### config.mk
export PLATFORM = sky130hd
export DESIGN_NAME = sdio_spi_target
export DESIGN_NICKNAME = d
export VERILOG_FILES = /design/src/rtl/sdio_spi_target.sv
export SDC_FILE = /design/constraint.sdc
export NUM_CORES = 1
export LEC_CHECK = 0
export ABC_AREA = 1
export ABC_CLOCK_PERIOD_IN_PS = 4100
export CAP_MARGIN = 15
export CORE_MARGIN = 1
export CORE_UTILIZATION = 54
export CTS_CLUSTER_SIZE = 28
export DETAILED_ROUTE_END_ITERATION = 7
export PLACE_DENSITY = 0.95
export SYNTH_ARGS = -nofsm -noshare
export SYNTH_HDL_FRONTEND = slang
export SYNTH_SLANG_ARGS = --single-unit
export TNS_END_PERCENT = 1
### constraint.sdc
create_clock -name C7M -period 4.1 [get_ports C7M]
set_input_delay 0.615 -clock C7M [delete_from_list [all_inputs] [get_ports C7M]]
set_output_delay 0.615 -clock C7M [all_outputs]
set_load 0.02 [all_outputs]
### src/rtl/sdio_spi_target.sv
// Zorro II target for the SDIO register window ($F0-$F7): synchronized strobe decode,
// DTACK after WAIT_STATES waits, and a mode-0 byte-wide SPI engine for the SD card.
module sdio_spi_target #(
    parameter int unsigned WAIT_STATES = 1
) (
    input  logic        C7M,
    input  logic        RESET_n,
    input  logic [7:0]  A_HIGH,
    input  logic [7:1]  A_LOW,
    input  logic        RW_n,
    input  logic        AS_n,
    input  logic        UDS_n,
    input  logic        LDS_n,
    input  logic [7:0]  BASE_SDIO,
    input  logic        SDIO_CONFIGURED_n,
    input  logic [15:0] D_IN,
    output logic [15:0] D_OUT,
    output logic        D_OE,
    output logic        DTACK_n,
    output logic        SD_SCK,
    output logic        SD_MOSI,
    output logic        SD_CS_n,
    input  logic        SD_MISO,
    input  logic        SD_CD_n
);
    typedef enum logic [1:0] {S_IDLE, S_WAIT, S_ACK} state_t;

    logic [1:0]  as_sy, uds_sy, lds_sy, cd_sy;
    logic        as_s, uds_s, lds_s, cd_s;
    state_t      state;
    logic [2:0]  wcnt;
    logic        dtack_r, oe_r, clr_ovr;
    logic [15:0] d_out_r, rd_val;
    logic        cs_en, ovr;
    logic [3:0]  div;
    logic        busy, sck, mosi, miso_b;
    logic [7:0]  sh, rx_byte;
    logic [3:0]  hcnt;
    logic [2:0]  bcnt;
    logic        hit, enter_ack, spi_start;
    logic [1:0]  idx;
    logic        unused_bits;

    always_ff @(posedge C7M or negedge RESET_n) begin
        if (!RESET_n) begin
            as_sy  <= 2'b11;
            uds_sy <= 2'b11;
            lds_sy <= 2'b11;
            cd_sy  <= 2'b11;
        end else begin
            as_sy  <= {as_sy[0], AS_n};
            uds_sy <= {uds_sy[0], UDS_n};
            lds_sy <= {lds_sy[0], LDS_n};
            cd_sy  <= {cd_sy[0], SD_CD_n};
        end
    end

    assign as_s  = as_sy[1];
    assign uds_s = uds_sy[1];
    assign lds_s = lds_sy[1];
    assign cd_s  = cd_sy[1];
    assign idx   = A_LOW[2:1];

    assign hit = !SDIO_CONFIGURED_n && (A_HIGH == BASE_SDIO) && (A_LOW[7:3] == 5'b11110)
                 && !as_s && (!uds_s || !lds_s);

    // The register action happens exactly once, on the edge that enters ACK.
    assign enter_ack = ((state == S_IDLE) && hit && (WAIT_STATES == 0))
                     || ((state == S_WAIT) && !as_s && (wcnt == 3'd1));

    assign spi_start = enter_ack && !RW_n && (idx == 2'd0) && !lds_s && !busy;

    always_comb begin
        rd_val = 16'h0000;
        case (idx)
            2'd0:    rd_val = {8'h00, rx_byte};
            2'd1:    rd_val = {4'h0, div, 7'h00, cs_en};
            2'd2:    rd_val = {13'h0000, ovr, !cd_s, busy};
            default: rd_val = 16'h0000;
        endcase
    end

    always_ff @(posedge C7M or negedge RESET_n) begin
        if (!RESET_n) begin
            state   <= S_IDLE;
            wcnt    <= 3'd0;
            dtack_r <= 1'b1;
            oe_r    <= 1'b0;
            d_out_r <= 16'h0000;
            clr_ovr <= 1'b0;
            cs_en   <= 1'b0;
            div     <= 4'd15;
            ovr     <= 1'b0;
        end else if (enter_ack) begin
            state   <= S_ACK;
            dtack_r <= 1'b0;
            if (RW_n) begin
                oe_r    <= 1'b1;
                d_out_r <= rd_val;
                clr_ovr <= (idx == 2'd2);
            end else begin
                if (idx == 2'd0 && !lds_s && busy)
                    ovr <= 1'b1;
                if (idx == 2'd1) begin
                    if (!lds_s) cs_en <= D_IN[0];
                    if (!uds_s) div   <= D_IN[11:8];
                end
            end
        end else begin
            case (state)
                S_IDLE: if (hit) begin
                    state <= S_WAIT;
                    wcnt  <= 3'(WAIT_STATES);
                end
                S_WAIT: begin
                    if (as_s) state <= S_IDLE;
                    else      wcnt  <= wcnt - 3'd1;
                end
                S_ACK: if (as_s) begin
                    state   <= S_IDLE;
                    dtack_r <= 1'b1;
                    oe_r    <= 1'b0;
                    clr_ovr <= 1'b0;
                    if (clr_ovr) ovr <= 1'b0;
                end
                default: state <= S_IDLE;
            endcase
        end
    end

    // SCK toggles every DIV+1 cycles; DIV is re-read at each half-period boundary.
    always_ff @(posedge C7M or negedge RESET_n) begin
        if (!RESET_n) begin
            busy    <= 1'b0;
            sck     <= 1'b0;
            mosi    <= 1'b1;
            miso_b  <= 1'b0;
            sh      <= 8'h00;
            hcnt    <= 4'd0;
            bcnt    <= 3'd0;
            rx_byte <= 8'hFF;
        end else if (spi_start) begin
            busy <= 1'b1;
            sck  <= 1'b0;
            sh   <= D_IN[7:0];
            mosi <= D_IN[7];
            hcnt <= div;
            bcnt <= 3'd0;
        end else if (busy) begin
            if (hcnt != 4'd0) begin
                hcnt <= hcnt - 4'd1;
            end else begin
                hcnt <= div;
                if (!sck) begin
                    sck    <= 1'b1;
                    miso_b <= SD_MISO;
                end else begin
                    sck <= 1'b0;
                    if (bcnt == 3'd7) begin
                        busy    <= 1'b0;
                        mosi    <= 1'b1;
                        rx_byte <= {sh[6:0], miso_b};
                    end else begin
                        sh   <= {sh[6:0], miso_b};
                        mosi <= sh[6];
                        bcnt <= bcnt + 3'd1;
                    end
                end
            end
        end
    end

    assign unused_bits = ^D_IN[15:12];

    assign D_OUT   = d_out_r;
    assign DTACK_n = dtack_r | AS_n;
    assign D_OE    = oe_r & !AS_n;
    assign SD_SCK  = sck;
    assign SD_MOSI = mosi;
    assign SD_CS_n = !cs_en;
endmodule
==> flow_metrics.py <==
metrics = {
    "status": {
        "outcome": "finished clean",
    },
    "grt": {
        "grt_pass1_wl_um": 11000,
        "antenna_found_initial": 0,
        "grt-ovfl-total": 0,
        "grt_max_degree": 33,
        "grt_pass1_vias": 2561,
        "grt_usage": 0.238,
    },
    "place": {
        "place_congestion": 0.778,
        "hpwl_um": 4770,
        "io_buffer_count": 60,
    },
    "power_and_ir_drop": {
        "cellLeakagePower_nw": 1.88,
        "ir_drop_mv": 0.382,
        "p_per_area_mw_per_mm2": 579,
    },
    "clocking": {
        "ctsHoldBuffers": 0,
        "cts_sinks": 60,
        "htree_levels": 3,
        "cts_root_buf": "clkbuf_8",
        "cts_tree": "built",
        "cts.clk_slew.worst_paths_ns": 0.06,
        "clk_latency_ns": 0.34,
        "clk_path_buf_depth": 2,
        "cts.repair.resized": 0,
        "cts_made_buffers": 9,
        "postCtsSetupBuffers": 0,
    },
    "worst_setup_path": {
        "worstSetupEndpoint": "DTACK_n",
        "worstSetupStartpoint": "AS_n",
        "worst-r2r-setup-slack_ns": 1.95,
        "reg2regPathDepth": 13,
        "worstPathArrival_ns": 1.90,
        "r2r_start": "hcnt[0]",
        "crit_type": "in2out",
        "timing.rr.end": "bcnt[2]",
        "end_kind": "primary output",
        "path_max_fanout": 3,
        "startpoint_type": "input pin",
        "crit_required_ns": 3.48,
    },
    "run": {
        "maxCapViolations": 0,
    },
    "routing": {
        "vias": 2580,
        "drtAntennaViolNets": 0,
        "first_pass_iters": 4,
        "routed_wl_um": 6240,
        "post_drt_via_cell_ratio": 4.91,
        "drc": 0,
        "drt_iter0_drc": 120,
        "wl_per_cell_um": 11.9,
    },
    "floorplan": {
        "pin_count": 69,
        "coreArea_mm2": 0.00524,
        "die_h_um": 76.8,
        "initial_core_util": 0.577,
        "dieArea_mm2": 0.00590,
        "die_x_um": 76.8,
        "std_cell_rows": 26,
    },
    "yosys": {
        "ys_types": 28,
        "syn_avg_cell_area_um2": 7.89,
        "synth-seq-cells": 60,
        "synth_top_area_share": 0.315,
        "syn_inst": 383,
        "synth-async-reset-ratio": 1.00,
        "netlist_area_mm2": 0.00302,
        "synthTopCellsByArea": "dfrtp_1 31%, nand2_1 19%, dfstp_2 19%",
        "synth_top_area_cell": "dfrtp_1",
        "synth_edf_count": 0,
        "ys_seq_area_frac": 0.506,
        "yosysWarnings": 0,
        "ys.flop_type": "dfrtp_1",
    },
    "hold_path": {
        "min_path_type": "in2async",
    },
    "timing": {
        "tns_ns": 0,
        "final.min_clock_period_ns": 2.51,
        "maxSlewViolCount": 0,
        "setup_viol": 0,
        "post-route-period-util": 0.612,
        "tightest_slew_ns": 0.685,
        "hold_violations": 0,
        "timing.fmax_ghz": 0.398,
        "fin_skew_ns": 0.00809,
        "rsz0062_at_grt": "no",
        "slew_headroom": 0.544,
    },
    "final_layout": {
        "syn_to_final_growth_pct": 27.4,
        "drive_above_1_share": 0.121,
        "fin_nets": 506,
        "final_util": 0.736,
        "insertedDiodeCount": 0,
    },
}
-- cell type report --
type	instances	area, um2
multi-input cells	266	1250
fillers	384	1390
flip-flops and latches	60	1530
repair buffers	61	603
clock inverters	4	25.0
well taps	70	87.6
clock buffers	12	155
inverters	52	198
-- cell usage after synthesis, types with 3 or more instances --
cell and n:
o21ai_0 21, ha_1 8, inv_2 4, xnor2_1 4
inv_1 45, dfrtp_1 38, nand3_1 26, a21oi_1 6
nand2_1 156, dfstp_2 22, buf_4 5, o211ai_1 5
nor2_1 21, buf_2 3, nand2_2 3
-- flip-flops by register name (all words and copies together) (netlist names) --
signal   count
sh           7
clr_ovr      1
busy         1
hcnt         4
state        2
wcnt         3
SD_SCK       1
ovr          1
cd_sy        2
div          4
lds_sy       2
uds_sy       2
SD_MOSI      1
dtack_r      1
cs_en        1
miso_b       1
as_sy        2
oe_r         1
D_OUT       12
rx_byte      8
bcnt         3
-- per-layer routing --
| layer | vias up | global-route usage | routed length, um |
|---|---|---|---|
| li1 | 1310 | - | - |
| met1 | 1189 | 0.286 | 2630 |
| met2 | 72 | 0.409 | 3210 |
| met3 | 9 | 0.0655 | 325 |
| met4 | 0 | 0.0827 | 77 |
| met5 | - | 0 | 0 |
-- stage by stage --
stage          hold slack, ns  setup WS, ns  area, um2  power [W]  cells
5_1_grt                 0.365          1.56       3850    0.00240    525
2_1_floorplan           0.319          2.53       3030    0.00149    386
4_1_cts                 0.343          1.58       3850    0.00224    525
3_5_place_dp            0.347          1.59       3670    0.00176    509
3_3_place_gp            0.346          1.61       3670    0.00170    509
6_report                0.319          1.59       3850    0.00223    525
-- worst min path at each step --
stage,slack [ns],startpoint,endpoint
detailed placement,0.35,lds_sy[0],lds_sy[1]
global placement,0.35,lds_sy[0],lds_sy[1]
finish,0.32,RESET_n,D_OUT[4]
global route,0.36,as_sy[0],as_sy[1]
CTS,0.34,RESET_n,oe_r
floorplan,0.32,RESET_n,D_OUT[0]
-- logic make-up after synthesis --
| logic type | share of synthesized area |
|---|---|
| simple gates | 0.305 |
| buf+inv | 0.0828 |
| flops | 0.506 |
| compound gates | 0.0571 |
| fa+ha+maj | 0.0331 |
| xor+xnor | 0.0145 |
| other cells | 0.00124 |
-- critical path, stage by stage --
cell and delay (ns):
clkdlybuf4s50_1 0.44, or2_2 0.30, clkdlybuf4s50_1 0.53
-- power breakdown --
part | switching (W) | internal (W)
logic | 0.000473 | 0.000324
registers | 0.000139 | 0.000820
clock network | 0.000225 | 0.000250
-- layout by cell type, fill, tap and decap left out, types with 2 or more instances in the layout --
cell / count
nand3_1: 26
clkbuf_8: 11
clkinv_2: 4
inv_1: 45
conb_1: 4
clkinvlp_4: 2
nand2_1: 156
nor2_4: 2
o211ai_1: 5
ha_1: 8
clkdlybuf4s50_1: 59
dfstp_2: 22
a21oi_1: 6
xnor2_1: 4
dfrtp_1: 38
nand3b_1: 2
nand2_2: 3
o21ai_0: 21
nor2_1: 21
inv_2: 4
No activity file was read; power rests on OpenSTA's default activity.
==> patch 1 (same settings) <==
The 3 states of `state_t` get a one-hot encoding in 3 bits.
--- a/src/rtl/sdio_spi_target.sv
+++ b/src/rtl/sdio_spi_target.sv
@@ -25,3 +25,3 @@
 );
-    typedef enum logic [1:0] {S_IDLE, S_WAIT, S_ACK} state_t;
+    typedef enum logic [2:0] {S_IDLE = 3'b001, S_WAIT = 3'b010, S_ACK = 3'b100} state_t;
 
Formal check against the unedited RTL: same outputs for any inputs over 10 cycles, from zero or initial values and one cycle with RESET_n low; not proved beyond that.
==> patch 1 against the original RTL <==
Hold slack improved by 0.0024 ns. Sequential cell count rose by 1. Die area fell by 0.36%. Worst setup slack improved by 0.0061 ns. Final area fell by 0.39%. Synthesized area fell by 0.37%. Synthesized cell count fell by 8.9%. Non-clock buffer count did not move. Power fell by 7.0%. Wire length rose by 3.5%. Largest cell class unchanged.
==> patch 1: results (changes against the original RTL) <==
----------------------------------------------------
[Routing]
  Top routing layer used ... met4 (unchanged)
  Number of iterations in the first detailed-routing pass ... 4 (unchanged)
  Met2 wire length ... 3460 microns (was 3210 microns)
  Starting DRT DRC Count ... 222 (was 120)
  WL final ... 6460 microns (was 6240 microns)
  Vias after detailed routing ... 2471 (was 2580)
  Detailed route wirelength on metal3 ... 287 microns (was 325 microns)
  Wire length on met1 ... 2670 microns (was 2630 microns)

[Worst setup path]
  Worst reg2reg endpoint ... bcnt[0] (was bcnt[2])
  Crit-path max cell delay ... 0.54 ns
  Largest fanout on the critical path ... 3 (unchanged)
  Reg2reg start ... hcnt[0] (unchanged)
  Minimum setup slack among reg-to-reg paths ... 2.27 ns (was 1.95 ns)
  Data arrival, critical path ... 1.89 ns
  R2r worst-path depth ... 8 (was 13)
  CP max stage cell ... clkdlybuf4s50_1 (unchanged)
  Crit path max-delay family ... buffers and inverters (unchanged)

[Place]
  Number of port buffers ... 60 (unchanged)
  DP HPWL ... 4720 microns (was 4770 microns)
  Post-DP Area ... 3630 sq um (was 3670 sq um)
  Global placer's final weighted congestion ... 0.804 (was 0.778)

[Clock network]
  Post-CTS setup buffers ... 0 (unchanged)
  Worst-Skew Late Latency ... 0.34 ns (about the same)
  Post-CTS sizing ... 0 (unchanged)
  Root buffer selected by CTS ... clkbuf_8 (unchanged)
  Cts bufs inserted ... 9 (unchanged)
  Clock-pin slew on the worst setup and hold paths ... 0.07 ns
  Maximum clock path buffer count ... 2 (unchanged)
  H-Tree Depth ... 3 (unchanged)

[Timing]
  Worst-case clock skew ... 0.00956 ns (was 0.00809 ns)
  Worst Tran Pin Value ... 0.692 ns (was 0.685 ns)

[Global route]
  First-pass GRT wire length ... 11100 microns (was 11000 microns)
  M1 GR Usage ... 28.6% (about the same)
  Antenna violations before repair ... 0 (unchanged)
  GR Util met3 ... 7.02% (was 6.55%)
  Total routing resource utilization after global routing ... 24.3% (was 23.8%)
  Met2 capacity usage during global routing ... 42.5% (was 40.9%)
  Pin count of the biggest net entering global routing ... 32 (was 33)
  Number of global-route vias before repair ... 2403 (was 2561)

[Min path]
  Path class of the lowest-slack min-delay path ... input pin to asynchronous set/reset pin (unchanged)

[Pwr]
  Worst VDD drop ... 0.000332 V (was 0.000382 V)
  Static power due to leakage ... 1.87 nW (was 1.88 nW)

[Yosys]
  Yosys Warn Count ... 0 (unchanged)
  Unique masters post-synth ... 34 (was 28)
  Main area contributors after synthesis ... dfrtp_1, dfstp_2, nand2_1 (was dfrtp_1, nand2_1, dfstp_2)
  Fraction of synthesis flops using an asynchronous set or reset pin ... 100% (unchanged)
  Commonest cells in the synthesized netlist ... nand2_1, inv_1, dfrtp_1 (unchanged)
  Seq/Total Area, Yosys ... 51.6% (was 50.6%)

[Final layout]
  Largest register FFs ... 12 (unchanged)
  ANT cells ... 0 (unchanged)
  Proportion of layout cells with a drive suffix above 1 ... 16.2% (was 12.1%)
  Layout Nets ... 467 (was 506)

[Status]
  Run status ... finished, final reports clean (unchanged)

----------------------------------------------------
[patch 1: changes by cell type after synthesis, moves of 5 or more]
cell,before,now
o21ai_2,0,8
nand2_1,156,106
nor2_1,21,26
o21ai_0,21,15
[patch 1: layout make-up]
class                      count  area, sq um
tap                           70         87.6
sequential                    61         1560
multi-input combinational    231         1200
fill                         359         1400
clock buffer                  12          155
timing repair buffer          61          603
clock inverter                 4         47.5
inverter                      50          190
[patch 1: through the flow]
stage	std cells	hold WS (ns)	util, %	worst slack [ns]
floorplan	352	0.319	-	2.49
global placement	473	0.346	69.4	1.60
detailed placement	473	0.347	69.4	1.60
CTS	489	0.319	73.3	1.60
global route	489	0.347	73.3	1.56
finish	489	0.321	73.3	1.60
[patch 1: power breakdown]
group | total (mW) | internal [mW] | switching, mW
clock network | 0.540 | 0.312 | 0.228
logic | 0.642 | 0.274 | 0.369
registers | 0.893 | 0.791 | 0.102
[patch 1: kinds of logic (layout without fill, tap and decap cells)]
group                    count (synthesis)  count (layout)  share of synthesized area, %
AO/OA/AOI/OAI                           44              44                          9.39
buffers and inverters                   60             127                          8.93
XOR/XNOR                                 6               6                          1.74
flip-flops                              61              61                          51.6
multiplexers                             1               1                         0.498
adder cells (fa/ha/maj)                  5               5                          2.08
AND/OR/NAND/NOR                        171             171                          25.6
other                                    1               4                         0.125
[patch 1: worst max path at each step]
stage	to	from	slack, ns
final	DTACK_n	AS_n	1.60
after global routing	DTACK_n	AS_n	1.56
after CTS	DTACK_n	AS_n	1.60
after detailed placement	DTACK_n	AS_n	1.60
after global placement	DTACK_n	AS_n	1.60
after floorplan	hcnt[2]	A_LOW[2]	2.49
==> patch 2 (config.mk and constraints unchanged) <==
Made on the original files. Reset style: synchronous (`RESET_n`), changed in 3 clocked blocks.
--- a/src/rtl/sdio_spi_target.sv
+++ b/src/rtl/sdio_spi_target.sv
@@ -43,3 +43,3 @@
 
-    always_ff @(posedge C7M or negedge RESET_n) begin
+    always_ff @(posedge C7M) begin
         if (!RESET_n) begin
@@ -82,3 +82,3 @@
 
-    always_ff @(posedge C7M or negedge RESET_n) begin
+    always_ff @(posedge C7M) begin
         if (!RESET_n) begin
@@ -131,3 +131,3 @@
     // SCK toggles every DIV+1 cycles; DIV is re-read at each half-period boundary.
-    always_ff @(posedge C7M or negedge RESET_n) begin
+    always_ff @(posedge C7M) begin
         if (!RESET_n) begin
Check against the original RTL: differs if RESET_n is asserted again (counterexample within 10 cycles, from zero or initial values and one cycle with RESET_n low); with RESET_n held inactive, the same outputs for 10 cycles.
==> patch 2 against the original RTL <==
Clock skew grew 0.0011 ns. Highest routed layer unchanged. Largest cell class is now multi-input combinational cells. Final area down 6.4%. Maximum frequency is 2.0% higher. Sequential cell count did not move. Final cell count shrank 0.19%. Wire length grew 5.2%. Register-to-register slack improved by 0.29 ns. Synthesized area fell by 7.7%. Worst setup slack gained 0.049 ns. Synthesized cell count up 1.6%.
Power is not compared: it rests on default switching activity, and its combinational part moved more than twofold at a synthesized area within 25%.
==> patch 2: results (changes against the original RTL) <==
----------------------------------------------------
[Routing]
  Starting DRT DRC Count ... 157 (was 120)
  Number of iterations in the first detailed-routing pass ... 5 (was 4)
  Final routed wire length divided by cell count ... 12.5 microns (was 11.9 microns)
  WL final ... 6560 microns (was 6240 microns)
  Vias after detailed routing ... 2674 (was 2580)
  Wire length on met1 ... 2700 microns (was 2630 microns)
  Detailed route wirelength on metal3 ... 335 microns (was 325 microns)

[Final layout]
  Proportion of layout cells with a drive suffix above 1 ... 8.10% (was 12.1%)
  Area added between synthesis and finish ... 29.3% (was 27.4%)
  Buffer share of cell area ... 16.9% (was 15.7%)
  Clock network area share ... 5.10% (was 4.68%)
  #MultiIn Comb ... 269 (was 266)
  Clock buffer count in the final layout ... 11 (was 12)
  Storage element area ... 1200 sq um (was 1530 sq um)
  Layout Nets ... 508 (was 506)
  Signal buffers ... 61 (unchanged)
  Share of cell area taken by multi-input logic gates ... 37.0% (was 32.6%)
  Final-layout fill cell count ... 346 (was 384)

[Place]
  DP HPWL ... 4720 microns (was 4770 microns)
  Global placer's final weighted congestion ... 0.867 (was 0.778)
  Placed Cells incl. Taps ... 508 (was 509)
  Worst slack after detailed placement ... 1.63 ns (was 1.59 ns)

[Global route]
  First-pass GRT wire length ... 10900 microns (was 11000 microns)
  Pin count of the biggest net entering global routing ... 36 (was 33)
  Number of global-route vias before repair ... 2556 (was 2561)
  Met2 capacity usage during global routing ... 48.3% (was 40.9%)
  M1 GR Usage ... 28.7% (was 28.6%)
  GR Util met3 ... 7.54% (was 6.55%)
  Antenna violations before repair ... 0 (unchanged)
  Total routing resource utilization after global routing ... 26.9% (was 23.8%)

[Worst setup path]
  Largest fanout on the critical path ... 2 (was 3)
  Crit-path max cell delay ... 0.60 ns (was 0.53 ns)

[Status]
  Run status ... finished, final reports clean (unchanged)

[Timing]
  Worst Tran Pin Value ... 0.654 ns (was 0.685 ns)
  Worst-case clock skew ... 0.00920 ns (was 0.00809 ns)

[Min path]
  Path class of the lowest-slack min-delay path ... flop to flop (was input pin to asynchronous set/reset pin)

[Yosys]
  Synthesized area divided by synthesized cell count ... 7.17 sq um (was 7.89 sq um)
  Fraction of synthesis flops using an asynchronous set or reset pin ... 0% (was 100%)
  Commonest cells in the synthesized netlist ... nand2_1, dfxtp_1, inv_1 (was nand2_1, inv_1, dfrtp_1)
  Main area contributors after synthesis ... dfxtp_1, nand2_1, nand3_1 (was dfrtp_1, nand2_1, dfstp_2)
  Seq/Total Area, Yosys ... 43.1% (was 50.6%)
  Unique masters post-synth ... 34 (was 28)

----------------------------------------------------
patch 2: power groups by stage:
stage | logic [mW] | registers (mW) | clock network (mW)
3_5_place_dp | 0.107 | 0.607 | 0
4_1_cts | 0.109 | 0.594 | 0.511
5_1_grt | 0.122 | 0.595 | 0.538
6_report | 0.108 | 0.594 | 0.507
2_1_floorplan | 0.0547 | 0.606 | 0
3_3_place_gp | 0.103 | 0.606 | 0
patch 2: path summary, 6_finish.rpt:
path / from / endpoint / slack [ns] / cells past startpoint
min reg2reg: uds_sy[0] / uds_sy[1] / 0.41 / 1
max: AS_n / DTACK_n / 1.64 / 4
min: uds_sy[0] / uds_sy[1] / 0.41 / 1
max reg2reg: state[1] / D_OUT[1] / 2.24 / 9
patch 2: logic make-up after synthesis:
family,after synthesis,synth area share (%)
AO/OA/AOI/OAI,56,11.0
XOR/XNOR,4,1.26
adder cells (fa/ha/maj),8,3.59
buffers and inverters,63,9.42
flip-flops,60,43.1
other,1,0.134
AND/OR/NAND/NOR,197,31.5
